==> src/rtl/lsu_ctrl_if.sv <==
// Bundle of the execute-side request, data-memory port and writeback response
// signals that connect to the load/store unit.
interface lsu_ctrl_if;
  logic        req_valid;
  logic        req_ready;
  logic        req_we;
  logic [2:0]  req_funct3;
  logic [31:0] req_base;
  logic [31:0] req_offset;
  logic [31:0] req_wdata;
  logic [4:0]  req_rd;

  logic        mem_req;
  logic        mem_gnt;
  logic        mem_we;
  logic [31:0] mem_addr;
  logic [3:0]  mem_be;
  logic [31:0] mem_wdata;
  logic        mem_rvalid;
  logic [31:0] mem_rdata;

  logic        resp_valid;
  logic        resp_ready;
  logic [31:0] resp_data;
  logic [4:0]  resp_rd;
  logic [1:0]  resp_err;
  logic [31:0] resp_addr;

  modport slave (
    input  req_valid, req_we, req_funct3, req_base, req_offset, req_wdata, req_rd,
    input  mem_gnt, mem_rvalid, mem_rdata, resp_ready,
    output req_ready, mem_req, mem_we, mem_addr, mem_be, mem_wdata,
    output resp_valid, resp_data, resp_rd, resp_err, resp_addr
  );

  modport master (
    output req_valid, req_we, req_funct3, req_base, req_offset, req_wdata, req_rd,
    output mem_gnt, mem_rvalid, mem_rdata, resp_ready,
    input  req_ready, mem_req, mem_we, mem_addr, mem_be, mem_wdata,
    input  resp_valid, resp_data, resp_rd, resp_err, resp_addr
  );
endinterface

==> src/rtl/lsu_ctrl.sv <==
// Load/store control unit: effective address, alignment check, byte-enabled
// memory handshake with optional read timeout, and extended writeback result.
module lsu_ctrl #(
  parameter int TIMEOUT = 16
) (
  input  logic       clk,
  input  logic       rst_n,
  lsu_ctrl_if.slave  bus
);

  localparam int CW = (TIMEOUT > 1) ? $clog2(TIMEOUT) : 1;
  localparam logic [CW-1:0] LAST_CNT = CW'(TIMEOUT - 1);

  typedef enum logic [1:0] {IDLE, ACCESS, WAIT, RESP} state_t;

  state_t        r_state, w_state_next;
  logic [31:0]   r_ea, r_wdata, r_resp_data;
  logic [2:0]    r_funct3;
  logic          r_we;
  logic [4:0]    r_rd;
  logic [1:0]    r_err;
  logic [CW-1:0] r_cnt;

  logic [31:0] w_ea, w_ld_data, w_st_data;
  logic [3:0]  w_be;
  logic [7:0]  w_byte;
  logic [15:0] w_half;
  logic        w_illegal, w_misaligned, w_expire;
  logic        w_req_ready, w_mem_req, w_resp_valid;

  assign w_ea = bus.req_base + bus.req_offset;

  always_comb begin
    w_illegal = 1'b1;
    if (bus.req_we)
      w_illegal = !(bus.req_funct3 inside {3'b000, 3'b001, 3'b010});
    else
      w_illegal = !(bus.req_funct3 inside {3'b000, 3'b001, 3'b010, 3'b100, 3'b101});
  end

  assign w_misaligned = (bus.req_funct3[1:0] == 2'b01 && w_ea[0]) ||
                        (bus.req_funct3[1:0] == 2'b10 && w_ea[1:0] != 2'b00);
  assign w_expire = (TIMEOUT != 0) && (r_cnt == LAST_CNT);

  // Store lane steering and load extraction, both keyed by the latched funct3/ea.
  always_comb begin
    w_be      = 4'b1111;
    w_st_data = r_wdata;
    case (r_funct3[1:0])
      2'b00: begin
        w_be      = 4'b0001 << r_ea[1:0];
        w_st_data = {4{r_wdata[7:0]}};
      end
      2'b01: begin
        w_be      = r_ea[1] ? 4'b1100 : 4'b0011;
        w_st_data = {2{r_wdata[15:0]}};
      end
      default: ;
    endcase
  end

  always_comb begin
    w_byte = bus.mem_rdata[7:0];
    case (r_ea[1:0])
      2'b01:   w_byte = bus.mem_rdata[15:8];
      2'b10:   w_byte = bus.mem_rdata[23:16];
      2'b11:   w_byte = bus.mem_rdata[31:24];
      default: ;
    endcase
    w_half = r_ea[1] ? bus.mem_rdata[31:16] : bus.mem_rdata[15:0];
    case (r_funct3)
      3'b000:  w_ld_data = {{24{w_byte[7]}}, w_byte};
      3'b100:  w_ld_data = {24'd0, w_byte};
      3'b001:  w_ld_data = {{16{w_half[15]}}, w_half};
      3'b101:  w_ld_data = {16'd0, w_half};
      default: w_ld_data = bus.mem_rdata;
    endcase
  end

  always_comb begin
    w_state_next = r_state;
    w_req_ready  = 1'b0;
    w_mem_req    = 1'b0;
    w_resp_valid = 1'b0;
    case (r_state)
      IDLE: begin
        w_req_ready = 1'b1;
        if (bus.req_valid)
          w_state_next = (w_illegal || w_misaligned) ? RESP : ACCESS;
      end
      ACCESS: begin
        w_mem_req = 1'b1;
        if (bus.mem_gnt)
          w_state_next = r_we ? RESP : WAIT;
      end
      WAIT: begin
        if (bus.mem_rvalid || w_expire)
          w_state_next = RESP;
      end
      RESP: begin
        w_resp_valid = 1'b1;
        if (bus.resp_ready)
          w_state_next = IDLE;
      end
      default: w_state_next = IDLE;
    endcase
  end

  always_ff @(posedge clk) begin
    if (!rst_n) begin
      r_state     <= IDLE;
      r_ea        <= '0;
      r_wdata     <= '0;
      r_resp_data <= '0;
      r_funct3    <= '0;
      r_we        <= 1'b0;
      r_rd        <= '0;
      r_err       <= '0;
      r_cnt       <= '0;
    end else begin
      r_state <= w_state_next;
      case (r_state)
        IDLE: if (bus.req_valid) begin
          r_ea        <= w_ea;
          r_funct3    <= bus.req_funct3;
          r_we        <= bus.req_we;
          r_wdata     <= bus.req_wdata;
          r_rd        <= bus.req_rd;
          r_resp_data <= '0;
          r_err       <= w_illegal ? 2'b10 : (w_misaligned ? 2'b01 : 2'b00);
        end
        ACCESS: if (bus.mem_gnt) r_cnt <= '0;
        WAIT: begin
          r_cnt <= r_cnt + CW'(1);
          // rvalid wins over an expiring counter in the same cycle
          if (bus.mem_rvalid)   r_resp_data <= w_ld_data;
          else if (w_expire)    r_err       <= 2'b11;
        end
        default: ;
      endcase
    end
  end

  assign bus.req_ready  = w_req_ready;
  assign bus.mem_req    = w_mem_req;
  assign bus.mem_we     = w_mem_req & r_we;
  assign bus.mem_addr   = w_mem_req ? {r_ea[31:2], 2'b00} : 32'd0;
  assign bus.mem_be     = w_mem_req ? w_be : 4'b0000;
  assign bus.mem_wdata  = (w_mem_req && r_we) ? w_st_data : 32'd0;
  assign bus.resp_valid = w_resp_valid;
  assign bus.resp_data  = w_resp_valid ? r_resp_data : 32'd0;
  assign bus.resp_rd    = (w_resp_valid && !r_we) ? r_rd : 5'd0;
  assign bus.resp_err   = w_resp_valid ? r_err : 2'b00;
  assign bus.resp_addr  = w_resp_valid ? r_ea : 32'd0;

endmodule

==> src/flat_wrapper.sv <==
// flat-port wrapper written by rule: the top's interface ports become plain ports
module lsu_ctrl_flat 
#(
  parameter int TIMEOUT = 16
)
  (clk, rst_n, bus_req_valid, bus_req_we, bus_req_funct3, bus_req_base, bus_req_offset, bus_req_wdata, bus_req_rd, bus_mem_gnt, bus_mem_rvalid, bus_mem_rdata, bus_resp_ready, bus_req_ready, bus_mem_req, bus_mem_we, bus_mem_addr, bus_mem_be, bus_mem_wdata, bus_resp_valid, bus_resp_data, bus_resp_rd, bus_resp_err, bus_resp_addr);
  lsu_ctrl_if bus_i ();
  input  logic clk;
  input  logic rst_n;
  input wire logic [$bits(bus_i.req_valid)-1:0] bus_req_valid;
  input wire logic [$bits(bus_i.req_we)-1:0] bus_req_we;
  input wire logic [$bits(bus_i.req_funct3)-1:0] bus_req_funct3;
  input wire logic [$bits(bus_i.req_base)-1:0] bus_req_base;
  input wire logic [$bits(bus_i.req_offset)-1:0] bus_req_offset;
  input wire logic [$bits(bus_i.req_wdata)-1:0] bus_req_wdata;
  input wire logic [$bits(bus_i.req_rd)-1:0] bus_req_rd;
  input wire logic [$bits(bus_i.mem_gnt)-1:0] bus_mem_gnt;
  input wire logic [$bits(bus_i.mem_rvalid)-1:0] bus_mem_rvalid;
  input wire logic [$bits(bus_i.mem_rdata)-1:0] bus_mem_rdata;
  input wire logic [$bits(bus_i.resp_ready)-1:0] bus_resp_ready;
  output wire logic [$bits(bus_i.req_ready)-1:0] bus_req_ready;
  output wire logic [$bits(bus_i.mem_req)-1:0] bus_mem_req;
  output wire logic [$bits(bus_i.mem_we)-1:0] bus_mem_we;
  output wire logic [$bits(bus_i.mem_addr)-1:0] bus_mem_addr;
  output wire logic [$bits(bus_i.mem_be)-1:0] bus_mem_be;
  output wire logic [$bits(bus_i.mem_wdata)-1:0] bus_mem_wdata;
  output wire logic [$bits(bus_i.resp_valid)-1:0] bus_resp_valid;
  output wire logic [$bits(bus_i.resp_data)-1:0] bus_resp_data;
  output wire logic [$bits(bus_i.resp_rd)-1:0] bus_resp_rd;
  output wire logic [$bits(bus_i.resp_err)-1:0] bus_resp_err;
  output wire logic [$bits(bus_i.resp_addr)-1:0] bus_resp_addr;
  assign bus_i.req_valid = bus_req_valid;
  assign bus_i.req_we = bus_req_we;
  assign bus_i.req_funct3 = bus_req_funct3;
  assign bus_i.req_base = bus_req_base;
  assign bus_i.req_offset = bus_req_offset;
  assign bus_i.req_wdata = bus_req_wdata;
  assign bus_i.req_rd = bus_req_rd;
  assign bus_i.mem_gnt = bus_mem_gnt;
  assign bus_i.mem_rvalid = bus_mem_rvalid;
  assign bus_i.mem_rdata = bus_mem_rdata;
  assign bus_i.resp_ready = bus_resp_ready;
  assign bus_req_ready = bus_i.req_ready;
  assign bus_mem_req = bus_i.mem_req;
  assign bus_mem_we = bus_i.mem_we;
  assign bus_mem_addr = bus_i.mem_addr;
  assign bus_mem_be = bus_i.mem_be;
  assign bus_mem_wdata = bus_i.mem_wdata;
  assign bus_resp_valid = bus_i.resp_valid;
  assign bus_resp_data = bus_i.resp_data;
  assign bus_resp_rd = bus_i.resp_rd;
  assign bus_resp_err = bus_i.resp_err;
  assign bus_resp_addr = bus_i.resp_addr;
  lsu_ctrl #(.TIMEOUT(TIMEOUT)) u_core (.clk(clk), .rst_n(rst_n), .bus(bus_i));
endmodule
==> config.mk <==
export PLATFORM = sky130hd
export DESIGN_NAME = lsu_ctrl_flat
export DESIGN_NICKNAME = d
export VERILOG_FILES = /design/src/rtl/lsu_ctrl_if.sv /design/src/rtl/lsu_ctrl.sv /design/src/flat_wrapper.sv
export SDC_FILE = /design/constraint.sdc
export NUM_CORES = 1
export LEC_CHECK = 0
export CAP_MARGIN = 25
export CORE_MARGIN = 2
export CORE_UTILIZATION = 40
export CTS_BUF_LIST = sky130_fd_sc_hd__clkbuf_4 sky130_fd_sc_hd__clkbuf_8
export DETAILED_ROUTE_END_ITERATION = 10
export PLACE_DENSITY = 0.74
export SYNTH_ARGS = -nofsm -noshare
export SYNTH_HDL_FRONTEND = slang
export SYNTH_SLANG_ARGS = --single-unit
==> constraint.sdc <==
create_clock -name clk -period 3.5 [get_ports clk]
set_clock_uncertainty 0.1 [all_clocks]
set_input_delay 0.35 -clock clk [delete_from_list [all_inputs] [get_ports clk]]
set_output_delay 0.35 -clock clk [all_outputs]
set_load 0.03 [all_outputs]
==> summary.txt, run 1 <==
Run status
  • Outcome: complete, no violations

Pwr
  • Lkg Pwr: 4.20 nW
  • Switching Share: 41.0%
  • P_int: 3.00 mW
  • NetSw: 2.09 mW
  • Clk pwr share: 23.6%
  • Peak VDD IR: 242 uV
  • Flop pwr share: 33.2%
  • Pwr dens: 468 nW/um^2
  • Combinational share of power: 43.2%

Clock network
  • CTS Buf Count: 17
  • Post-CTS Setup Bufs: 0
  • CTS H-tree lvls: 4
  • Post-CTS Hold Buffers: 0
  • Worst-path clk slew: 0.07 ns
  • Post-CTS resize count: 0
  • Max clock buf depth: 2
  • Root Driver: clkbuf_8
  • Clk sink count: 113
  • CTS tree: yes
  • Worst skew pair latency: 0.44 ns

Timing
  • Pins Over Slew Limit: 0
  • Unrepaired setup endpoints after global routing: no
  • Slew margin rel.: 44.0%
  • Setup TNS: 0 ns
  • Slew @ Worst Pin: 0.833 ns
  • Final Hold Fails: 0
  • Crit share post-route: 87.9%
  • Setup ws final: 0.425 ns
  • Final setup viols: 0
  • Minimum clock period after layout: 3.08 ns
  • Fmax: 0.325 GHz

Floorplan
  • Die Height: 142 um
  • Cell row count: 50
  • Chip width: 142 um
  • Area of the core: 18600 sq um
  • IO Count: 286
  • Die area: 20100 sq um
  • Initial Util: 40.7%

Global route
  • Gr ovfl total: 0
  • Initial antenna violation count: 1
  • Vias in the first global route: 8122
  • GRT Util Overall: 25.9%
  • Largest net degree at the start of global routing: 74
  • First-pass GRT wire length: 41.4 mm

Yosys
  • XOR/XNOR Fraction of Synth Area: 2.08%
  • Area share of fa/ha/maj cells after synthesis: 6.21%
  • Multiplexer area fraction after synthesis: 3.45%
  • Largest family of logic cells by synthesized area: simple AND/OR/NAND/NOR gates
  • Complex-gate fraction of the synthesized area: 24.8%
  • Unique masters post-synth: 64
  • YS warnings: 0
  • Ys async rst share: 0%
  • Mapped cell area: 7580 sq um
  • Mapped Avg Cell Area: 7.24 sq um
  • Yosys top cell by area: dfxtp_1
  • Top-count cell post-synth: nand2_1
  • Synth top area cells: dfxtp_1, a21oi_1, and2_1
  • Synth top cells by count: nand2_1, a21oi_1, dfxtp_1, and2_1, nor2_1
  • Post-synth EDFFs: 0
  • Synth Instances: 1047
  • Primary FF master, synth: dfxtp_1
  • Synth Area in Simple Gates: 28.4%
  • Flops & latches, synth: 113
  • Post-synthesis sequential area ratio: 29.8%
  • Top cell type's share of synthesized area: 29.8%

Routing
  • Vias: 8466
  • Avg Vias per Cell: 5.52
  • Avg WL per Cell: 17.2 um
  • DR iter-0 viols: 567
  • Number of nets with antenna violations after routing: 0
  • DRT Pass-1 Iters: 5
  • Post-Route WL: 26.4 mm
  • DRC: 0

Setup path
  • R2R Path End: u_core.r_resp_data[11]
  • Type of destination of the critical path: output pin
  • CP Data Required Time: 3.05 ns
  • Reg2reg setup slack: 1.12 ns
  • CP Launch Type: flip-flop
  • WP data arrival: 2.63 ns
  • Crit Path Category: reg2out
  • R2R Path Start: u_core.r_ea[1]
  • Reg2Reg Depth: 8
  • Crit-path max FO: 63

Min path
  • Hold Startpoint: bus_req_wdata[17]
  • Hold Path Depth: 3
  • Hold endpoint: u_core.r_wdata[17]
  • Hold WC Path Type: in2reg

Place
  • Placement Setup Slack: 0.134 ns
  • PortBufs: 283
  • Gpl congestion: 0.925
  • Post-DP HPWL: 19.4 mm

Final layout
  • NumNets Final: 1467
  • Syn-to-layout area delta: 43.4%
  • Share of layout cells above drive strength 1: 6.77%
  • Fill count: 1780

Run
  • Max cap viols: 0
==> layout make-up <==
cell class / instances / area, sq um / area share, %
repair buffers: 302 / 2940 / 27.0
well taps: 234 / 293 / 2.69
clock inverters: 12 / 118 / 1.08
diodes: 1 / 2.50 / 0.0230
inverters: 16 / 61.3 / 0.564
multi-input cells: 837 / 4940 / 45.4
flip-flops and latches: 113 / 2260 / 20.8
clock buffers: 20 / 256 / 2.36
==> power groups by stage <==
stage / logic (mW) / registers [mW] / clock network [mW]
floorplan: 1.47 / 1.62 / 0
global placement: 2.16 / 1.71 / 0
detailed placement: 2.19 / 1.72 / 0
CTS: 2.20 / 1.69 / 1.24
global route: 2.41 / 1.72 / 1.29
finish: 2.20 / 1.69 / 1.20
==> sequential cells by signal (all words and copies together) (netlist names) <==
register,cells
u_core.r_err,2
u_core.r_we,1
u_core.r_state,2
u_core.r_cnt,4
u_core.r_resp_data,32
u_core.r_ea,32
u_core.r_wdata,32
u_core.r_rd,5
u_core.r_funct3,3
==> cells by family (layout without fill, tap and decap cells) <==
group | after synthesis | after routing
compound gates | 307 | 307
xor+xnor | 18 | 18
fa+ha+maj | 37 | 37
buf+inv | 98 | 350
flops | 113 | 113
mux | 26 | 26
other cells | 1 | 3
simple gates | 447 | 447
==> worst max path at each step <==
stage	slack, ns	start	end	cells past startpoint
after floorplan	1.00	bus_req_offset[0]	u_core.r_ea[30]	10
after global placement	0.16	bus_req_offset[0]	u_core.r_ea[30]	11
after detailed placement	0.13	bus_req_offset[0]	u_core.r_ea[30]	11
after CTS	0.34	u_core.r_state[1]	bus_resp_err[0]	4
after global routing	0.25	u_core.r_state[1]	bus_resp_data[13]	4
final	0.42	u_core.r_state[1]	bus_resp_err[0]	4
==> layer usage <==
layer  track usage (%)  vias up  routed length (um)
met4              11.6        0                 949
met1              32.0     3880               11100
met2              43.3      398               12300
met3              5.84       65                2040
li1                  -     4123                   -
met5                 0        -                   0
==> per-stage QoR <==
step                      util (%)  hold WS, ns  area (sq um)  std cells  power [mW]
after floorplan                  -        0.327          7580       1048        3.09
after global placement        56.3        0.335         10500       1502        3.87
after detailed placement      56.3        0.342         10500       1502        3.90
after CTS                     58.3        0.319         10900       1534        5.12
after global routing          58.3        0.341         10900       1534        5.42
final                         58.3        0.349         10900       1535        5.09
==> cells in the final DEF, fill, tap and decap left out, types with 26 or more instances in the layout <==
master | netlist | routed
a21oi_1 | 141 | 141
and2_1 | 108 | 107
buf_4 | 2 | 42
clkdlybuf4s50_1 | 0 | 258
dfxtp_1 | 113 | 112
ha_1 | 36 | 35
nand2_1 | 170 | 169
nand3_1 | 26 | 26
nor2_1 | 74 | 73
o21ai_0 | 56 | 56
==> critical path: stages (launching register included) <==
cell and delay (ns):
dfxtp_1 0.41, ha_2 0.31, buf_4 0.52, and2_1 0.23, clkdlybuf4s50_1 0.71
No activity file was read; power rests on OpenSTA's default activity.
==> inputs of run 2 (changes only) <==
Settings changed: CAP_MARGIN 25 to 15.
==> results of run 2 <==
Final layout, timing and power as in run 1 (identical DEF).
